<file path="config.mk">
export PLATFORM = sky130hd
export DESIGN_NAME = lcd_status_reader
export DESIGN_NICKNAME = d
export VERILOG_FILES = /design/src/rtl/lcd_status_reader.sv
export SDC_FILE = /design/constraint.sdc
export NUM_CORES = 1
export LEC_CHECK = 0
export ABC_AREA = 0
export BUFFER_PORTS_ARGS = -buffer_cell sky130_fd_sc_hd__buf_2
export CORE_ASPECT_RATIO = 0.7
export CORE_MARGIN = 5
export CORE_UTILIZATION = 47
export DETAILED_ROUTE_END_ITERATION = 10
export GPL_TIMING_DRIVEN = 0
export PLACE_DENSITY = 0.69
export SYNTH_ARGS = -nofsm -noshare
export SYNTH_HDL_FRONTEND = slang
export SYNTH_SLANG_ARGS = --single-unit
</file>
<file path="constraint.sdc">
create_clock -name clk -period 4.6 [get_ports clk]
set_input_delay 0 -clock clk [delete_from_list [all_inputs] [get_ports clk]]
set_output_delay 0 -clock clk [all_outputs]
set_load 0.02 [all_outputs]
</file>
<file path="src/rtl/lcd_status_reader.sv">
// HD44780 status read (BF + AC) over the 8-bit LCD bus, with optional busy-flag polling.
// Define LCD_RD_TIMEOUT_EN to bound polling to MAX_POLLS reads and enable the sticky timeout flag.
module lcd_status_reader #(
  parameter int T_AS      = 2,
  parameter int T_EN_HI   = 4,
  parameter int T_EN_LO   = 4,
  parameter int MAX_POLLS = 255
) (
  input  logic       clk,
  input  logic       rst_n,
  input  logic       req,
  input  logic       poll,
  input  logic [7:0] lcd_data_in,
  output logic       rs,
  output logic       rw,
  output logic       en,
  output logic       data_oe,
  output logic       ready,
  output logic       valid,
  output logic       busy,
  output logic [6:0] addr,
  output logic       timeout
);

  if (T_AS < 1 || T_AS > 255 || T_EN_HI < 1 || T_EN_HI > 255 ||
      T_EN_LO < 1 || T_EN_LO > 255 || MAX_POLLS < 1 || MAX_POLLS > 255) begin : g_param_check
    $error("lcd_status_reader: timing/poll parameters must be within 1..255");
  end

  localparam logic [7:0] AS_LD = 8'(T_AS - 1);
  localparam logic [7:0] HI_LD = 8'(T_EN_HI - 1);
  localparam logic [7:0] LO_LD = 8'(T_EN_LO - 1);

  typedef enum logic [2:0] {IDLE, SETUP, EN_HI, EN_LO, DONE} state_t;

  state_t     state;
  logic [7:0] cnt;
  logic       poll_q;
  logic [7:0] sample;
  logic       cnt_done;
  logic       poll_limit;

  assign cnt_done = (cnt == 8'd0);
  assign rs       = 1'b0;
  assign data_oe  = 1'b0;

`ifdef LCD_RD_TIMEOUT_EN
  localparam logic [7:0] MAX_LD = 8'(MAX_POLLS);
  logic [7:0] poll_cnt;
  logic       timeout_q;
  assign poll_limit = ((poll_cnt + 8'd1) == MAX_LD);
  assign timeout    = timeout_q;
`else
  assign poll_limit = 1'b0;
  assign timeout    = 1'b0;
`endif

  // Bus capture: taken on the last EN-high cycle while the LCD still drives the bus
  always_ff @(posedge clk) begin
    if (state == EN_HI && cnt_done) sample <= lcd_data_in;
  end

  always_ff @(posedge clk or negedge rst_n) begin
    if (!rst_n) begin
      state  <= IDLE;
      cnt    <= 8'd0;
      poll_q <= 1'b0;
      rw     <= 1'b0;
      en     <= 1'b0;
      ready  <= 1'b1;
      valid  <= 1'b0;
      busy   <= 1'b0;
      addr   <= 7'd0;
`ifdef LCD_RD_TIMEOUT_EN
      poll_cnt  <= 8'd0;
      timeout_q <= 1'b0;
`endif
    end else begin
      valid <= 1'b0;
      case (state)
        IDLE: begin
          if (req) begin
            poll_q <= poll;
            rw     <= 1'b1;
            ready  <= 1'b0;
            cnt    <= AS_LD;
            state  <= SETUP;
`ifdef LCD_RD_TIMEOUT_EN
            poll_cnt  <= 8'd0;
            timeout_q <= 1'b0;
`endif
          end
        end
        SETUP: begin
          if (cnt_done) begin
            en    <= 1'b1;
            cnt   <= HI_LD;
            state <= EN_HI;
          end else begin
            cnt <= cnt - 8'd1;
          end
        end
        EN_HI: begin
          if (cnt_done) begin
            en    <= 1'b0;
            cnt   <= LO_LD;
            state <= EN_LO;
          end else begin
            cnt <= cnt - 8'd1;
          end
        end
        EN_LO: begin
          if (cnt_done) begin
`ifdef LCD_RD_TIMEOUT_EN
            poll_cnt <= poll_cnt + 8'd1;
            if (poll_q && sample[7] && poll_limit) timeout_q <= 1'b1;
`endif
            // Another read only while polling and the LCD still reports busy
            if (poll_q && sample[7] && !poll_limit) begin
              cnt   <= AS_LD;
              state <= SETUP;
            end else begin
              cnt   <= 8'd0;
              state <= DONE;
            end
          end else begin
            cnt <= cnt - 8'd1;
          end
        end
        DONE: begin
          busy  <= sample[7];
          addr  <= sample[6:0];
          valid <= 1'b1;
          rw    <= 1'b0;
          ready <= 1'b1;
          cnt   <= 8'd0;
          state <= IDLE;
        end
        default: state <= IDLE;
      endcase
    end
  end

endmodule

</file>
==> results.md, run 1 <==
- Status: finished, final reports clean
- Vias per cell: 5.22
- Leak: 0.822 nW
- Initial Util: 50.1%
- Setup TNS: 0 ns
- Clock-pin slew on the worst setup and hold paths: 0.06 ns
- First-pass GRT wire length: 4.71 mm
- Top-area cell type share of the netlist area: 40.4%
- Largest family of logic cells by synthesized area: simple AND/OR/NAND/NOR gates
- Register area: 842 sq um
- # IOs: 27
- Setup violators final: 0
- Worst Hold Depth: 3
- Area share of fa/ha/maj cells after synthesis: 0.879%
- Antenna violations before repair: 0
- 1st-pass router iterations: 4
- Vias in the first global route: 1,011
- GR Overflow Total: 0
- Post-layout util: 63.5%
- Mapped Cells: 116
- Mean Syn Cell Area: 12.3 sq um
- VDD IR max: 0.292 mV
- Htree depth: 2
- Maxcap violations: 0
- DR iter-0 viols: 75
- Share of cells above drive strength 1: 32.1%
- Worst hold margin: 0.0757 ns
- FILL cells: 220
- Root Driver: clkbuf_8
- RSZ-0062 raised after global routing: false
- Final Power: 0.00101 W
- Clk sinks: 32
- Row Count: 16
- Most common library cells after synthesis: dfrtp_1 (23), nor2_1 (11), mux2_2 (9)
- Top cells by area, synth: dfrtp_1 (40%), edfxtp_1 (17%), mux2_2 (7.1%)
- Ys async rst share: 75.0%
- Layout Cells excl Fill: 195
- CTS Buf Count: 5
- Netlist cell types: 40
- #FFs+latches synth: 32
- Simple-Gate Fraction of Synth Area: 16.4%
- Area leader, netlist: dfrtp_1
- Xor and xnor fraction of the mapped netlist area: 3.69%
- Placed Instances: 177
- Compound-Gate Fraction of Synth Area: 8.08%
- Vias: 1,018
- Residual DRC: 0
- NumNets Final: 171
- EDFF count, synth: 8
- Ys Warns: 0
- Count leader, synth: dfrtp_1
- Area growth, synth to finish: 26.8%
- Worst Max-Slew Pin Slew: 0.932 ns
- # diodes: 0
- Clock buffer depth: 2
- R2R setup slack: 1.97 ns
- GPL Wtd Cong: 0.842
- Largest net degree at the start of global routing: 25
- Final worst clock skew: 0.00501 ns
- PD cells: 558 nW/um^2
- Max Clock Freq: 0.380 GHz
- CP required: 4.50 ns
- Detailed placement HPWL: 2.00 mm
- Worst EP arrival: 2.53 ns
- Die Y: 56.1 microns
- Die area: 4250 sq um
- Max-slew violations: 0
- Fin. Hold Viols: 0
- Register area share after synthesis: 59.1%
- Routed WL per cell: 14.3 microns
- Core ar.: 2840 sq um
- CTS tree: built
- Worst skew pair latency: 0.28 ns
- Routed WL: 2.79 mm
- Critical Path Fanout Max: 8
- Hold/Removal Path Class: in -> reg
- CP Class: reg -> reg
- Post-DRT Antenna Nets: 0
- I/O Buffers: 23
- Setup crit start kind: flop
- Min cycle time layout: 2.63 ns
- Total track usage: 14.9%
- Fin crit share: 57.2%
- Die W: 75.8 microns
- Top_reg_cell synth: dfrtp_1
- Worst r2r path cells: 5
- Setup crit end kind: flop
- Area occupied by multi-input gates: 533 sq um
- Mapped cell area: 1420 sq um
- Multiplexer share of the synthesized area: 7.12%
- Relative slew margins: 37.3%
- Post-CTS Repair Setup Buffers: 0
## per-stage QoR
stage	setup WS, ns	cell area [sq um]
after CTS	1.96	1810
after global routing	1.70	1810
after detailed placement	2.00	1600
after global placement	1.51	1590
final	1.97	1810
after floorplan	2.15	1430
## what timing repair did
| item | 4_1_cts | 5_1_grt |
|---|---|---|
| hold buffers | 10 | 0 |
| endpoints found under the hold margin | 32 | 0 |
| resized for setup | 0 | 0 |
## cells in the final DEF (no fill, tap or decap), types with 3 or more instances in the layout
master	count
buf_2	25
buf_4	4
clkbuf_1	3
clkbuf_8	5
conb_1	3
dfrtp_1	23
dlygate4sd3_1	10
edfxtp_1	8
inv_1	3
mux2_2	9
nand2_1	4
nand4_1	4
nor2_1	11
xor2_1	5
## where the power goes
part	switching [W]	leakage [nW]	internal, W
clock	0.0000948	0.0552	0.000160
combinational	0.000190	0.394	0.000142
sequential	0.0000621	0.374	0.000358
## worst max-delay path, cell delays in order (launching register included)
cell,delay [ns]
dfrtp_1,0.42
inv_1,0.09
ha_1,0.23
nor3b_1,0.53
nand2_1,0.24
nor4_2,0.74
## registers in the layout, summed over array words and instances, names as in the netlist
register	flops
cnt	8
sample	8
addr	7
state	3
busy	1
en	1
poll_q	1
ready	1
rw	1
valid	1
## layer usage
| layer | vias up | share of wire (%) | global-route usage, % |
|---|---|---|---|
| li1 | 499 | - | - |
| met1 | 492 | 47 | 21.6 |
| met2 | 22 | 46 | 20.1 |
| met3 | 5 | 7.0 | 5.05 |
| met4 | 0 | 0.90 | 5.99 |
| met5 | - | 0 | 0 |
## worst paths after layout
| path | start | endpoint |
|---|---|---|
| min in group asynchronous | rst_n | cnt[4] |
| min reg2reg | sample[4] | addr[4] |
| max reg2reg | cnt[0] | sample[4] |
| max | cnt[0] | sample[4] |
| min | req | rw |
| max in group asynchronous | rst_n | ready |
## cell type report
class	instances	area share, %
plain buffers	8	2.63
repair buffers	33	11.9
flip-flops and latches	32	46.6
clock inverters	2	1.94
clock buffers	6	4.02
well taps	36	2.49
multi-input cells	74	29.5
inverters	4	0.832
## cell families after synthesis
kind of cell / Yosys count
other: 1
flip-flops: 32
AND/OR/NAND/NOR: 39
AO/OA/AOI/OAI: 16
multiplexers: 9
buffers and inverters: 12
XOR/XNOR: 6
adder cells (fa/ha/maj): 1
Power figures use the tool's default switching activity.
==> run 2, diff against run 1 <==
==> constraint.sdc (replaced) <==
create_clock -name clk -period 2.5 [get_ports clk]
set_input_delay 0 -clock clk [delete_from_list [all_inputs] [get_ports clk]]
set_output_delay 0 -clock clk [all_outputs]
set_load 0.02 [all_outputs]
==> run 2 against run 1 <==
Design area up 0.76%. Global-route usage about the same. First-iteration DRC count down 16%. Flip-flop and latch count unchanged.
==> results.md, run 2 (same netlist as run 1, synthesis figures left out) <==
- # IOs: 27 (unchanged)
- Vias: 1,027 (was 1,018)
- PD cells: 1030 nW/um^2 (was 558 nW/um^2)
- Status: finished, final reports clean (unchanged)
- RSZ-0062 raised after global routing: false (unchanged)
- CP Class: reg -> reg (unchanged)
- Min cycle time layout: 2.16 ns (was 2.63 ns)
- Fin crit share: 86.3% (was 57.2%)
- Maxcap violations: 0 (unchanged)
- Critical Path Fanout Max: 8 (unchanged)
- Die Y: 56.1 microns (unchanged)
- Setup violators final: 0 (unchanged)
- Worst Max-Slew Pin Slew: 0.601 ns (was 0.932 ns)
- Largest delay share family, worst path: simple AND/OR/NAND/NOR gates (unchanged)
- CP max stage cell: nor4_4 (was nor4_2)
- Worst skew pair latency: 0.28 ns (about the same)
- VDD IR max: 0.538 mV (was 0.292 mV)
- Antenna violations before repair: 0 (unchanged)
- Post-layout util: 64.0% (was 63.5%)
- Worst hold margin: 0.0759 ns (was 0.0757 ns)
- Row Count: 16 (unchanged)
- DR iter-0 viols: 63 (was 75)
- Hold/Removal Path Class: in -> reg (unchanged)
- Max Clock Freq: 0.463 GHz (was 0.380 GHz)
- NumNets Final: 171 (unchanged)
- Routed WL per cell: 14.6 microns (was 14.3 microns)
- Clock-pin slew on the worst setup and hold paths: 0.06 ns (about the same)
- 1st-pass router iterations: 4 (unchanged)
- GPL Wtd Cong: 0.842 (unchanged)
- CP required: 2.41 ns (was 4.50 ns)
- Buf+Inv Stages, Crit Path: 1 (unchanged)
- Placed cell areas: 1600 sq um (unchanged)
- Final Power: 0.00187 W (was 0.00101 W)
- Clock buffer depth: 2 (unchanged)
- Crit-path max cell delay: 0.49 ns (was 0.74 ns)
- Worst EP arrival: 2.07 ns (was 2.53 ns)
- Vias in the first global route: 1,018 (was 1,011)
- CTS Buf Count: 5 (unchanged)
- GR Overflow Total: 0 (unchanged)
- Root Driver: clkbuf_8 (unchanged)
- Detailed placement HPWL: 2.00 mm (unchanged)
- Most frequent cells in the layout: buf_2 (25), dfrtp_1 (23), nor2_1 (11), dlygate4sd3_1 (10), mux2_2 (9) (unchanged)
- Initial Util: 50.1% (unchanged)
- Commonest non-fill, non-tap cell in the layout: buf_2 (unchanged)
- FILL cells: 222 (was 220)
- Fin. Hold Viols: 0 (unchanged)
- Leak: 0.826 nW (was 0.822 nW)
- Routed WL: 2.85 mm (was 2.79 mm)
- First-pass GRT wire length: 4.75 mm (was 4.71 mm)
- Die W: 75.8 microns (unchanged)
- Relative slew margins: 59.5% (was 37.3%)
- Area growth, synth to finish: 27.8% (was 26.8%)
- Clk sinks: 32 (unchanged)
- # diodes: 0 (unchanged)
- Largest net degree at the start of global routing: 25 (unchanged)
- Post-Layout Inst Area: 1820 sq um (was 1810 sq um)
- Total track usage: 15.0% (was 14.9%)
- R2R setup slack: 0.34 ns (was 1.97 ns)
- Share of cells above drive strength 1: 32.7% (was 32.1%)
- Post-DRT Antenna Nets: 0 (unchanged)
- Htree depth: 2 (unchanged)
- CP Cell Sequence: inv_1, ha_1, nor3b_2, nand2_1, nor4_4 (was inv_1, ha_1, nor3b_1, nand2_1, nor4_2)
- Final worst clock skew: 0.00504 ns (was 0.00501 ns)
- I/O Buffers: 23 (unchanged)
- Setup crit end kind: flop (unchanged)
- Max-slew violations: 0 (unchanged)
- Largest registers: cnt: 8 flops, sample: 8 flops, addr: 7 flops (unchanged)
- Residual DRC: 0 (unchanged)
- Vias per cell: 5.27 (was 5.22)
- CTS tree: built (unchanged)
- Setup crit start kind: flop (unchanged)
- Core ar.: 2840 sq um (unchanged)
- Die area: 4250 sq um (unchanged)
-- run 2: cell count changes in the layout (fill, tap and decap cells not counted) --
cell | before | now
nor3b_1 | 1 | 0
nor3b_2 | 0 | 1
nor4_2 | 1 | 0
nor4_4 | 1 | 2
-- run 2: timing repair --
| item | CTS | global route |
|---|---|---|
| gates resized for setup | 1 | 1 |
| hold endpoints to repair | 32 | 0 |
| hold buffers | 10 | 0 |
| setup endpoints to repair | 8 | 8 |
| buffers inserted | 0 | 0 |
-- run 2: layout make-up --
cell class	instances	area, sq um	share of cell area, %
clock buffers	6	72.6	3.99
inverters	4	15.0	0.825
flip-flops and latches	32	842	46.3
repair buffers	33	215	11.8
clock inverters	2	35.0	1.93
well taps	36	45.0	2.48
multi-input cells	74	547	30.1
plain buffers	8	47.5	2.61
-- run 2: tightest hold or removal path, cell delays in order --
cell and delay, ns:
buf_2 0.14, a21oi_1 0.09, nor2_1 0.08
-- run 2: layer usage --
metal	vias up	global-route usage [%]	share of wire, %
li1	499	-	-
met1	497	21.8	46
met2	26	20.0	45
met3	5	5.05	7.6
met4	0	5.99	0.88
met5	-	0	0
-- run 2: final timing paths --
kind	depth (start not counted)	endpoint	start
max	5	sample[4]	cnt[0]
min	3	rw	req
max reg2reg	5	sample[4]	cnt[0]
min reg2reg	1	addr[5]	sample[5]
max in group asynchronous	2	ready	rst_n
min in group asynchronous	2	cnt[4]	rst_n
-- run 2: report_power, final --
group | switching (W) | internal [W]
clock | 0.000177 | 0.000295
combinational | 0.000358 | 0.000266
sequential | 0.000117 | 0.000659
total | 0.000652 | 0.00122
-- run 2: through the flow --
step,TNS (ns),instances,setup slack (ns)
after floorplan,0,118,0.0489
after global placement,-4.75,177,-0.594
after detailed placement,-0.782,177,-0.0982
after CTS,0,195,0.115
after global routing,0,195,0.159
final,0,195,0.342
==> run 3, diff against run 2 <==
--- a/config.mk
+++ b/config.mk
@@ -13,6 +13,7 @@
 export DETAILED_ROUTE_END_ITERATION = 10
 export GPL_TIMING_DRIVEN = 0
 export PLACE_DENSITY = 0.69
+export RECOVER_POWER = 25
 export SYNTH_ARGS = -nofsm -noshare
 export SYNTH_HDL_FRONTEND = slang
 export SYNTH_SLANG_ARGS = --single-unit
==> run 3 against run 2 <==
Clock power about the same. Critical path type unchanged. Largest power group unchanged. Setup slack did not move. Via count unchanged. Design area hardly changed. Utilization about the same.
==> results.md, run 3 (same netlist as run 1, synthesis figures left out) <==
- Die area: 4250 sq um (unchanged)
- Row Count: 16 (unchanged)
- Vias per cell: 5.27 (unchanged)
- Worst r2r path cells: 5 (unchanged)
- PD cells: 1030 nW/um^2 (about the same)
- WHS Endpoint: rw (unchanged)
- Routed WL: 2.85 mm (unchanged)
- GPL Wtd Cong: 0.842 (unchanged)
- Clock-pin slew on the worst setup and hold paths: 0.06 ns (about the same)
- Htree depth: 2 (unchanged)
- # IOs: 27 (unchanged)
- # diodes: 0 (unchanged)
- I/O Buffers: 23 (unchanged)
- Max Clock Freq: 0.463 GHz (unchanged)
- DR iter-0 viols: 63 (unchanged)
- Post-DRT Antenna Nets: 0 (unchanged)
- 1st-pass router iterations: 4 (unchanged)
- Clk sinks: 32 (unchanged)
- Die W: 75.8 microns (unchanged)
- Buf+Inv Stages, Crit Path: 1 (unchanged)
- Area growth, synth to finish: 27.7% (was 27.8%)
- Commonest non-fill, non-tap cell in the layout: buf_2 (unchanged)
- Post-layout util: 64.0% (about the same)
- Post-CTS Repair Setup Buffers: 0 (unchanged)
- Dpl ws: -0.0982 ns (unchanged)
- Setup crit end kind: flop (unchanged)
- Initial Util: 50.1% (unchanged)
- CP required: 2.41 ns (about the same)
- Crit-path max cell delay: 0.49 ns (about the same)
- CP Class: reg -> reg (unchanged)
- Min-delay src: req (unchanged)
- RSZ-0062 raised after global routing: false (unchanged)
- Final worst clock skew: 0.00504 ns (unchanged)
- Setup violators final: 0 (unchanged)
- CTS Buf Count: 5 (unchanged)
- M1 GR Usage: 21.8% (unchanged)
- Top Usage Layer GRT: met1 (unchanged)
- Max-slew violations: 0 (unchanged)
- Residual DRC: 0 (unchanged)
- Clock buffer depth: 2 (unchanged)
- Root Driver: clkbuf_8 (unchanged)
- Largest registers: cnt: 8 flops, sample: 8 flops, addr: 7 flops (unchanged)
- FILL cells: 223 (was 222)
- Maxcap violations: 0 (unchanged)
- CTS tree: built (unchanged)
- Share of cells above drive strength 1: 32.1% (was 32.7%)
- Met2 Track Usage GR: 20.0% (unchanged)
- Setup crit start kind: flop (unchanged)
- M3 GR Usage: 5.05% (unchanged)
- Final Power: 0.00187 W (about the same)
- Core ar.: 2840 sq um (unchanged)
- Worst Hold Depth: 3 (unchanged)
- Hold/Removal Path Class: in -> reg (unchanged)
- Worst reg2reg endpoint: sample[4] (unchanged)
- VDD IR max: 0.538 mV (about the same)
- Min cycle time layout: 2.16 ns (unchanged)
- Leak: 0.823 nW (was 0.826 nW)
- Total track usage: 15.0% (unchanged)
- Worst Max-Slew Pin Slew: 1.33 ns (was 0.601 ns)
- Largest delay share family, worst path: simple AND/OR/NAND/NOR gates (unchanged)
- Final WS setup: 0.342 ns (unchanged)
- R2R setup slack: 0.34 ns (about the same)
- Detailed placement HPWL: 2.00 mm (unchanged)
- Critical Path Fanout Max: 8 (unchanged)
- CP max stage cell: nor4_4 (unchanged)
- Status: finished, final reports clean (unchanged)
- RR Startpoint: cnt[0] (unchanged)
- GR Overflow Total: 0 (unchanged)
- Worst EP arrival: 2.07 ns (about the same)
- Vias: 1,027 (unchanged)
- Die Y: 56.1 microns (unchanged)
- NumNets Final: 171 (unchanged)
- First-pass GRT wire length: 4.75 mm (unchanged)
- Relative slew margins: 11.2% (was 59.5%)
- Antenna violations before repair: 0 (unchanged)
- Most frequent cells in the layout: buf_2 (24), dfrtp_1 (23), nor2_1 (11), dlygate4sd3_1 (10), mux2_2 (9) (was buf_2 (25), dfrtp_1 (23), nor2_1 (11), dlygate4sd3_1 (10), mux2_2 (9))
- Routed WL per cell: 14.6 microns (unchanged)
- Fin crit share: 86.3% (unchanged)
- Worst hold margin: 0.0759 ns (unchanged)
- Vias in the first global route: 1,018 (unchanged)
- CP Cell Sequence: inv_1, ha_1, nor3b_2, nand2_1, nor4_4 (unchanged)
- Worst skew pair latency: 0.28 ns (about the same)
- Fin. Hold Viols: 0 (unchanged)
- Largest net degree at the start of global routing: 25 (unchanged)
## run 3: cell count changes in the layout (fill, tap and decap cells not counted)
cell,previous run,this run
buf_2,25,24
clkbuf_1,3,4
## run 3: worst max-delay path by stage
| stage | slack (ns) | cells past startpoint | end | start |
|---|---|---|---|---|
| floorplan | 0.05 | 5 | sample[0] | cnt[0] |
| global placement | -0.59 | 5 | sample[4] | cnt[0] |
| detailed placement | -0.1 | 5 | sample[4] | cnt[0] |
| CTS | 0.12 | 5 | sample[4] | cnt[0] |
| global route | 0.16 | 5 | sample[4] | cnt[0] |
| finish | 0.34 | 5 | sample[4] | cnt[0] |
## run 3: what timing repair did
action                     4_1_cts  5_1_grt
hold buffers                    10        0
setup endpoints to repair        8        8
hold endpoints to repair        32        0
gates resized for setup          1        1
## run 3: metrics by stage
stage	setup TNS, ns	std cells	instance area (sq um)
CTS	0	195	1810
floorplan	0	118	1430
global placement	-4.75	177	1590
finish	0	195	1820
detailed placement	-0.782	177	1600
global route	0	195	1820
## run 3: metal layers
metal / routed length (microns) / vias up
met5: 0 / -
met4: 25 / 0
met3: 216 / 5
met2: 1300 / 26
met1: 1310 / 497
li1: - / 499
## run 3: where the power goes
| group | internal, W | switching [W] | total, W |
|---|---|---|---|
| clock | 0.000295 | 0.000177 | 0.000472 |
| sequential | 0.000659 | 0.000117 | 0.000776 |
| combinational | 0.000265 | 0.000358 | 0.000624 |
| total | 0.00122 | 0.000652 | 0.00187 |
## run 3: area by class of cell
class | count | area [sq um] | share of cell area, %
well taps | 36 | 45.0 | 2.48
plain buffers | 8 | 47.5 | 2.62
clock buffers | 6 | 72.6 | 3.99
clock inverters | 2 | 35.0 | 1.93
repair buffers | 33 | 214 | 11.8
multi-input cells | 74 | 547 | 30.1
inverters | 4 | 15.0 | 0.826
flip-flops and latches | 32 | 842 | 46.3
## run 3: worst min-delay path: cells and delay by family
kind / cells / cell delay [ns]
compound gates: 1 / 0.09
buf+inv: 1 / 0.14
simple gates: 1 / 0.08
